===== config.mk =====
export PLATFORM = sky130hd
export DESIGN_NAME = profile_transfer_arbiter
export DESIGN_NICKNAME = d
export VERILOG_FILES = /design/src/rtl/pbl_prof_pkg.sv /design/src/rtl/profile_transfer_arbiter_rr_grant.sv /design/src/rtl/profile_transfer_arbiter.sv
export SDC_FILE = /design/constraint.sdc
export NUM_CORES = 1
export LEC_CHECK = 0
export CAP_MARGIN = 20
export CORE_AREA = 2 2 39 41
export CTS_CLUSTER_DIAMETER = 200
export CTS_CLUSTER_SIZE = 25
export DETAILED_ROUTE_END_ITERATION = 6
export DIE_AREA = 0 0 41 43
export GPL_TIMING_DRIVEN = 0
export PLACE_DENSITY = 0.71
export SYNTH_ARGS = -nofsm -noshare
export SYNTH_HDL_FRONTEND = slang
export SYNTH_SLANG_ARGS = --single-unit

===== constraint.sdc =====
create_clock -name clk -period 1.81 [get_ports clk]
set_clock_uncertainty 0.05 [all_clocks]
set_input_delay 0.362 -clock clk [delete_from_list [all_inputs] [get_ports clk]]
set_output_delay 0.362 -clock clk [all_outputs]
set_load 0.005 [all_outputs]

===== src/rtl/pbl_prof_pkg.sv =====
// Shared definitions for the profile interface blocks: FSM states and the
// profile range check.
package pbl_prof_pkg;

  typedef enum logic [0:0] {
    IDLE = 1'b0,
    SEND = 1'b1
  } state_e;

  // A code is legal when 1 <= code <= max_code. Callers zero-extend to 32 bits.
  function automatic logic prof_legal(input logic [31:0] code,
                                      input logic [31:0] max_code);
    return (code != 32'd0) && (code <= max_code);
  endfunction

endpackage


===== src/rtl/profile_transfer_arbiter_rr_grant.sv =====
// Combinational round-robin picker: the first requester at or after ptr,
// wrapping modulo N_IF.
module rr_grant #(
  parameter  int N_IF  = 2,
  localparam int SRC_W = $clog2(N_IF)
) (
  input  logic [N_IF-1:0]  req,
  input  logic [SRC_W-1:0] ptr,
  output logic [N_IF-1:0]  grant_oh,
  output logic [SRC_W-1:0] grant_idx,
  output logic             any
);

  logic [SRC_W-1:0] sel;

  // Scan N_IF slots starting at ptr; the first set request wins.
  always_comb begin
    grant_oh  = '0;
    grant_idx = '0;
    any       = 1'b0;
    sel       = '0;
    for (int k = 0; k < N_IF; k++) begin
      sel = SRC_W'((int'(ptr) + k) % N_IF);
      if (!any && req[sel]) begin
        any           = 1'b1;
        grant_oh[sel] = 1'b1;
        grant_idx     = sel;
      end
    end
  end

endmodule


===== src/rtl/profile_transfer_arbiter.sv =====
// Round-robin arbiter forwarding range-checked profile codes from N_IF
// requesters onto one registered valid/ready output. Illegal codes are
// consumed and reported on err_pulse/err_src instead of being forwarded.
//
// state | meaning
// IDLE  | no profile held; grant one requester per cycle
// SEND  | profile held on out_*; waiting for out_ready
module profile_transfer_arbiter
  import pbl_prof_pkg::*;
#(
  parameter  int N_IF     = 2,
  parameter  int PROF_W   = 3,
  parameter  int MAX_PROF = 6,
  localparam int SRC_W    = $clog2(N_IF)
) (
  input  logic                   clk,
  input  logic                   rst_n,
  input  logic [N_IF-1:0]        if_valid,
  input  logic [N_IF*PROF_W-1:0] if_prof,
  output logic [N_IF-1:0]        if_ready,
  output logic                   out_valid,
  output logic [PROF_W-1:0]      out_prof,
  output logic [SRC_W-1:0]       out_src,
  input  logic                   out_ready,
  output logic                   err_pulse,
  output logic [SRC_W-1:0]       err_src
);

  localparam logic [0:0]       ST_IDLE  = IDLE;
  localparam logic [0:0]       ST_SEND  = SEND;
  localparam logic [SRC_W-1:0] LAST_IDX = SRC_W'(N_IF - 1);

  logic [0:0]        state_q, state_d;
  logic [SRC_W-1:0]  rr_q, rr_d;
  logic              out_valid_q, out_valid_d;
  logic [PROF_W-1:0] out_prof_q, out_prof_d;
  logic [SRC_W-1:0]  out_src_q, out_src_d;
  logic              err_pulse_q, err_pulse_d;
  logic [SRC_W-1:0]  err_src_q, err_src_d;

  logic [N_IF-1:0]   grant_oh;
  logic [SRC_W-1:0]  grant_idx;
  logic              grant_any;
  logic [PROF_W-1:0] grant_prof;
  logic              grant_legal;

  rr_grant #(.N_IF(N_IF)) u_rr_grant (
    .req       (if_valid),
    .ptr       (rr_q),
    .grant_oh  (grant_oh),
    .grant_idx (grant_idx),
    .any       (grant_any)
  );

  // Select the granted requester's profile code.
  always_comb begin
    grant_prof = '0;
    for (int i = 0; i < N_IF; i++) begin
      if (grant_oh[i]) grant_prof = if_prof[i*PROF_W +: PROF_W];
    end
  end

  assign grant_legal = prof_legal(32'(grant_prof), 32'(MAX_PROF));

  // Accept pulses exist only in IDLE and never while reset is asserted, so a
  // requester is never told it was consumed by a cycle that reset discards.
  assign if_ready = (rst_n && state_q == ST_IDLE) ? grant_oh : '0;

  // Next-state: grant in IDLE (forward or flag), drain on out_ready in SEND.
  always_comb begin
    state_d     = state_q;
    rr_d        = rr_q;
    out_valid_d = out_valid_q;
    out_prof_d  = out_prof_q;
    out_src_d   = out_src_q;
    err_pulse_d = 1'b0;
    err_src_d   = err_src_q;
    case (state_q)
      ST_IDLE: begin
        if (grant_any) begin
          rr_d = (grant_idx == LAST_IDX) ? '0 : grant_idx + 1'b1;
          if (grant_legal) begin
            out_valid_d = 1'b1;
            out_prof_d  = grant_prof;
            out_src_d   = grant_idx;
            state_d     = ST_SEND;
          end else begin
            err_pulse_d = 1'b1;
            err_src_d   = grant_idx;
          end
        end
      end
      ST_SEND: begin
        if (out_ready) begin
          out_valid_d = 1'b0;
          out_prof_d  = '0;
          out_src_d   = '0;
          state_d     = ST_IDLE;
        end
      end
      default: begin
        state_d     = ST_IDLE;
        out_valid_d = 1'b0;
        out_prof_d  = '0;
        out_src_d   = '0;
      end
    endcase
  end

  // State and output registers with synchronous active-low reset.
  always_ff @(posedge clk) begin
    if (!rst_n) begin
      state_q     <= ST_IDLE;
      rr_q        <= '0;
      out_valid_q <= 1'b0;
      out_prof_q  <= '0;
      out_src_q   <= '0;
      err_pulse_q <= 1'b0;
      err_src_q   <= '0;
    end else begin
      state_q     <= state_d;
      rr_q        <= rr_d;
      out_valid_q <= out_valid_d;
      out_prof_q  <= out_prof_d;
      out_src_q   <= out_src_d;
      err_pulse_q <= err_pulse_d;
      err_src_q   <= err_src_d;
    end
  end

  assign out_valid = out_valid_q;
  assign out_prof  = out_prof_q;
  assign out_src   = out_src_q;
  assign err_pulse = err_pulse_q;
  assign err_src   = err_src_q;

endmodule

# ---- Yosys cells after proc, flatten, opt, wreduce, memory -nomap -nowiden
# Index checks and enable logic that the tools add are counted.
# Widths: inputs -> output; s select.
dict set report word_totals {
  reg_bits 9
  output_inout_bits 9
  elab_cells 67
}
dict set report op_classes {
  add_sub_neg 2
  order_cmp 5
  eq_ne 3
  n_mux 34
  bitwise 5
  reduce_logical 11
}
# cell n
set ops {}
lappend ops {{$mux 1} 20}
lappend ops {{$mux 3} 5}
lappend ops {{$mux 2} 3}
lappend ops {{$ne 2x2->1 const B} 3}
lappend ops {{$pmux 1 s2} 3}
lappend ops {{$pmux 3 s2} 1}
lappend ops {{$reduce_and 3->1} 2}
lappend ops {{$logic_and 1x1->1} 5}
lappend ops {{$lt 1x2->1 const B} 2}
lappend ops {{$not 1->1} 4}
lappend ops {{$le 3x3->1 const B} 1}
lappend ops {{$reduce_bool 3->1} 1}
lappend ops {{$reduce_or 3->1} 1}
lappend ops {{$add 1x1->1 const B} 2}
lappend ops {{$demux 1 s1} 2}
lappend ops {{$ge 1x1->1 const B} 2}
lappend ops {{$or 2x2->2} 1}
lappend ops {{$reduce_and 2->1} 1}
lappend ops {{$logic_not 1->1} 1}

# ---- Longest topological paths before layout
dict set report logic_depth {
  word_depth 14
  ltp_mapped 5
}

# ---- Hierarchy
# From an unflattened synthesis, not the netlist that was laid out.
dict set report unflattened {
  hier_cells 61
  hier_area_um2 519.2
}
# mod instances cells_per_inst area_per_inst_um2 seq_area_each_um2
set by_module_without_submodules {}
lappend by_module_without_submodules {profile_transfer_arbiter 1 56 486.7 180.2}
lappend by_module_without_submodules {rr_grant 1 5 32.5 0.0}

# ---- Least setup slack after synthesis
# Ideal clock, no wire load.
dict set report synth_timing {
  path_type {reg2reg}
  startpoint {reg rr_q}
  endpoint {reg out_prof_q[0] (netlist: out_prof[0])}
  t_arrival_ns 1.473
  required_ns 1.684
  slack_ns 0.210
  path_stages_with_launch 6
  path_buffers 0
  cell_sequence {dfxtp_1 -> nand2b_1 -> a32oi_1 -> or2_1 -> mux2_1 -> o22ai_1}
}
dict set report synth_between {
  elab_chain_cells 13
  elab_cells_between_ends 33
  classes_between {1 x add/sub; 5 x order compare; 2 x eq/ne; 17 x mux; 1 x bitwise; 7 x reduce/logical}
}
# item line_no
set synth_lines {}
lappend synth_lines {{start: declaration} profile_transfer_arbiter.sv:34} ;# logic [SRC_W-1:0] rr_q, rr_d;
lappend synth_lines {{start signal: assignment} profile_transfer_arbiter.sv:122} ;# rr_q <= rr_d;
lappend synth_lines {{$add 1x1->1 (tied with other cells)} profile_transfer_arbiter_rr_grant.sv:23} ;# sel = SRC_W'((int'(ptr) + k) % N_IF);
lappend synth_lines {{$lt 1x2->1 (implied by the code) (tied with other cells)} profile_transfer_arbiter_rr_grant.sv:26} ;# grant_oh[sel] = 1'b1;
lappend synth_lines {{$logic_and 1x1->1 (implied by the code) / $mux 1 (equally long branches)} profile_transfer_arbiter_rr_grant.sv:26}
lappend synth_lines {{$mux 1 (implied by the code) / $demux 1 s1 (equally long branches)} -}
lappend synth_lines {{$demux 1 s1 / $mux 2 (equally long branches)} -}
lappend synth_lines {{$or 2x2->2 (no line)} -}
lappend synth_lines {{$mux 2} profile_transfer_arbiter_rr_grant.sv:24} ;# if (!any && req[sel]) begin
lappend synth_lines {{$mux 3 (2 in series)} profile_transfer_arbiter.sv:59} ;# if (grant_oh[i]) grant_prof = if_prof[i*PROF_W +: PROF_W];
lappend synth_lines {{$le 3x3->1 / $reduce_bool 3->1 (equally long branches)} pbl_prof_pkg.sv:13} ;# return (code != 32'd0) && (code <= max_code);
lappend synth_lines {{$logic_and 1x1->1} pbl_prof_pkg.sv:13}
lappend synth_lines {{$ne 2x2->1 (no line)} -}
lappend synth_lines {{$reduce_and 3->1 (no line)} -}
lappend synth_lines {{end signal: assignment} profile_transfer_arbiter.sv:124} ;# out_prof_q <= out_prof_d;
lappend synth_lines {{end: declaration} profile_transfer_arbiter.sv:36} ;# logic [PROF_W-1:0] out_prof_q, out_prof_d;
# Several ways; a longest one is shown, not always the timed one. The select of a mux whose other input is x is not followed.
# A chain may end at the register's enable or synchronous reset.

# ---- Final worst setup path
dict set report layout_timing {
  startpoint {in if_valid[0]}
  endpoint {reg out_src_q (netlist: out_src)}
}
dict set report layout_between {
  elab_chain_cells 12
  elab_cells_between_ends 24
  classes_between {1 x order compare; 2 x eq/ne; 15 x mux; 1 x bitwise; 5 x reduce/logical}
}
# item line_no
set layout_lines {}
lappend layout_lines {{start: declaration} profile_transfer_arbiter.sv:18} ;# input logic [N_IF-1:0] if_valid,
lappend layout_lines {{$mux 1 (implied by the code) (2 in series)} profile_transfer_arbiter_rr_grant.sv:24}
lappend layout_lines {{$mux 1} profile_transfer_arbiter_rr_grant.sv:24}
lappend layout_lines {{$logic_not 1->1} profile_transfer_arbiter_rr_grant.sv:24}
lappend layout_lines {{$logic_and 1x1->1} profile_transfer_arbiter_rr_grant.sv:24}
lappend layout_lines {{$mux 2} profile_transfer_arbiter_rr_grant.sv:24}
lappend layout_lines {{$mux 3 (2 in series)} profile_transfer_arbiter.sv:59}
lappend layout_lines {{$le 3x3->1 / $reduce_bool 3->1 (equally long branches)} pbl_prof_pkg.sv:13}
lappend layout_lines {{$logic_and 1x1->1} pbl_prof_pkg.sv:13}
lappend layout_lines {{$ne 2x2->1 (no line)} -}
lappend layout_lines {{$reduce_and 3->1 (no line)} -}
lappend layout_lines {{end signal: assignment} profile_transfer_arbiter.sv:125} ;# out_src_q <= out_src_d;
lappend layout_lines {{end: declaration} profile_transfer_arbiter.sv:37} ;# logic [SRC_W-1:0] out_src_q, out_src_d;
# Several ways; a longest one is shown, not always the timed one. The select of a mux whose other input is x is not followed.

==> results.toml <==
[critical_path]
crit_required_ns = 1.92
critPathKind = "in -> reg"
cp_data_arrival_time_ns = 1.86
startpoint_type = "primary input"
cp_max_fo = 7
critPathCaptureType = "flip-flop"

[place]
io_buffer_count = 19
dpl_cell_area_um2 = 712
place.gp.congestion = 0.826
hpwl_um = 905
dp.cells = 94

[floorplanning]
io_pins = 20
initial_core_util_pct = 36.3
dieWidth_um = 41
placementRows = 14
die-height_um = 43
die-area_um2 = 1760
core-area_um2 = 1380

[power]
pwr-share-seq_pct = 38.8
leakage_nw = 0.323
intPower_w = 0.000447
pwr-share-comb_pct = 37.3
p_per_area_nw_per_um2 = 752
p_switching_w = 0.000182
ir_drop_uv = 468
p_clk_share_pct = 23.9
switching_share_pct = 28.9

[final_layout]
antenna_cells = 0
fillers = 126
final_cell_mix = "clkdlybuf4s50_1, nand2_1, dfxtp_1, nor2_1"
nNetsFinal = 98
stdcell_area_um2 = 836
drive_gt1_share_pct = 22.1
area_growth_pct = 66.6
final_cells = 102
layout_commonest_cell = "clkdlybuf4s50_1"

[synthesis]
synth_compound_area_share_pct = 30.7
yosysTopAreaCellShare_pct = 35.9
synth_top_area_cell = "dfxtp_1"
postSynthCellCount = 59
synth_nets = 70
synth_cell_type_count = 25
muxShareOfSynthArea_pct = 6.73
ys_seq_area_share_pct = 35.9
synthXorXnorAreaFrac_pct = 0
synth-seq-cells = 9
synthesis.area_um2 = 502
syn_area_per_cell_um2 = 8.50
synth_area_leaders = "dfxtp_1, nand2_1, mux2_1"
synth_top_family_by_area = "compound AO/OA/AOI/OAI gates"
yosysWarnings = 0
synth-simple-area-share_pct = 26.7
synthAdderAreaFrac_pct = 0

[clocking]
cts-buffers-inserted = 3
cts-htree-levels = 1
clk_pin_slew_ns = 0.06
clock_path_buffers = 2
cts-root-buf = "clkbuf_4"
clock-sinks = 9
tritoncts = "built"
clock_latency_ns = 0.25

[drt]
dr.pass1.iters = 4
ant_nets = 0
drt_iter0_markers = 5
wl_per_cell_um = 12.6
drc_errors = 0
totalWireLength_um = 1280
vias_per_cell = 5.43
vias = 554

[global_route]
grt_pass1_wl_um = 1990
track_usage_pct = 16.2
grt_antenna_before_repair = 0
gr-total-overflow = 0
grt_max_degree = 9
grt_pass1_vias = 509

[sta]
tightest_slew_ns = 0.400
setup_viol = 0
slew_violations = 0
fmax_mhz = 569
min_period_ns = 1.76
tns_ns = 0
min_period_over_period_pct = 97.1
max_slew_margin_pct = 73.3
hold_viol_final = 0

[job]
max_cap_viol_count = 0

[worst_hold_path]
hp-class = "reg -> reg"

[run_status]
status = "completed"
timing repair:
action | 4_1_cts | 5_1_grt
hold buffers | 0 | 0
setup buffers | 3 | 1
endpoints found under the setup margin | 10 | 3
gates resized for setup | 15 | 6
pin swaps | 0 | 2
endpoints found under the hold margin | 0 | 0
layout make-up:
cell class	instances	area (µm²)	area share [%]
multi-input combinational	50	393	47.0
tap	16	20.0	2.40
timing repair buffer	23	215	25.7
clock buffer	4	26.3	3.14
sequential	9	181	21.7
worst max-delay path, cell delays in order:
cell	delay, ns
dlygate4sd2_1	0.29
a21boi_4	0.16
buf_4	0.17
a32oi_4	0.28
and3_4	0.26
nor2_1	0.05
a222oi_1	0.29
sequential cells by signal, indices dropped and copies added, names as in the netlist:
signal     cells
out_prof       3
err_pulse      1
err_src        1
out_src        1
out_valid      1
rr_q           1
state_q        1
cells by family after synthesis:
logic type,Yosys count
flops,9
simple gates,28
mux,3
compound gates,19
cell usage after synthesis:
| master | number |
|---|---|
| a211oi_1 | 1 |
| a21boi_0 | 2 |
| a21boi_2 | 1 |
| a222oi_1 | 1 |
| a31o_2 | 1 |
| a32o_1 | 1 |
| a32oi_1 | 2 |
| a32oi_2 | 1 |
| and3_1 | 1 |
| and3b_1 | 1 |
| and4b_1 | 1 |
| dfxtp_1 | 9 |
| mux2_1 | 3 |
| nand2_1 | 11 |
| nand2b_1 | 1 |
| nand3_1 | 2 |
| nor2_1 | 7 |
| nor2b_1 | 2 |
| o21ai_0 | 1 |
| o21ai_1 | 2 |
| o21ba_2 | 1 |
| o21bai_1 | 1 |
| o22ai_1 | 4 |
| or2_1 | 1 |
| or2_2 | 1 |
power groups by stage:
stage	logic (W)	clock network, W	registers, W
after floorplan	0.000100	0	0.000249
after global placement	0.000195	0	0.000248
after detailed placement	0.000198	0	0.000248
after CTS	0.000221	0.000158	0.000244
after global routing	0.000255	0.000168	0.000248
final	0.000234	0.000150	0.000244
per-layer routing:
metal  vias to the layer above  wire length [µm]  GRT usage, %
met2                        19               636          26.6
met4                         0                29          10.0
met1                       253               516          18.6
li1                        277                 -             -
met5                         -                 0             0
met3                         5                99          2.09
worst paths after layout:
| kind | from | to | slack [ns] | cells past startpoint |
|---|---|---|---|---|
| hold / removal | out_valid$_SDFFE_PN0P_ | out_valid$_SDFFE_PN0P_ | 0.41 | 2 |
| hold reg to reg | out_valid$_SDFFE_PN0P_ | out_valid$_SDFFE_PN0P_ | 0.41 | 2 |
| setup / recovery | if_valid[0] | out_src$_SDFFE_PN0P_ | 0.05 | 7 |
| setup reg to reg | rr_q$_SDFFE_PN0P_ | out_src$_SDFFE_PN0P_ | 0.11 | 7 |
metrics by stage:
step / hold slack (ns) / worst slack, ns / power, W / util (%)
4_1_cts: 0.424 / 0.00154 / 0.000622 / 57.9
3_3_place_gp: 0.397 / -0.593 / 0.000443 / 51.4
6_report: 0.410 / 0.0533 / 0.000628 / 60.4
2_1_floorplan: 0.399 / 0.210 / 0.000349 / -
3_5_place_dp: 0.409 / -0.597 / 0.000445 / 51.4
5_1_grt: 0.448 / -0.00566 / 0.000671 / 60.4
Note: power is estimated with default switching activity, not from simulation.
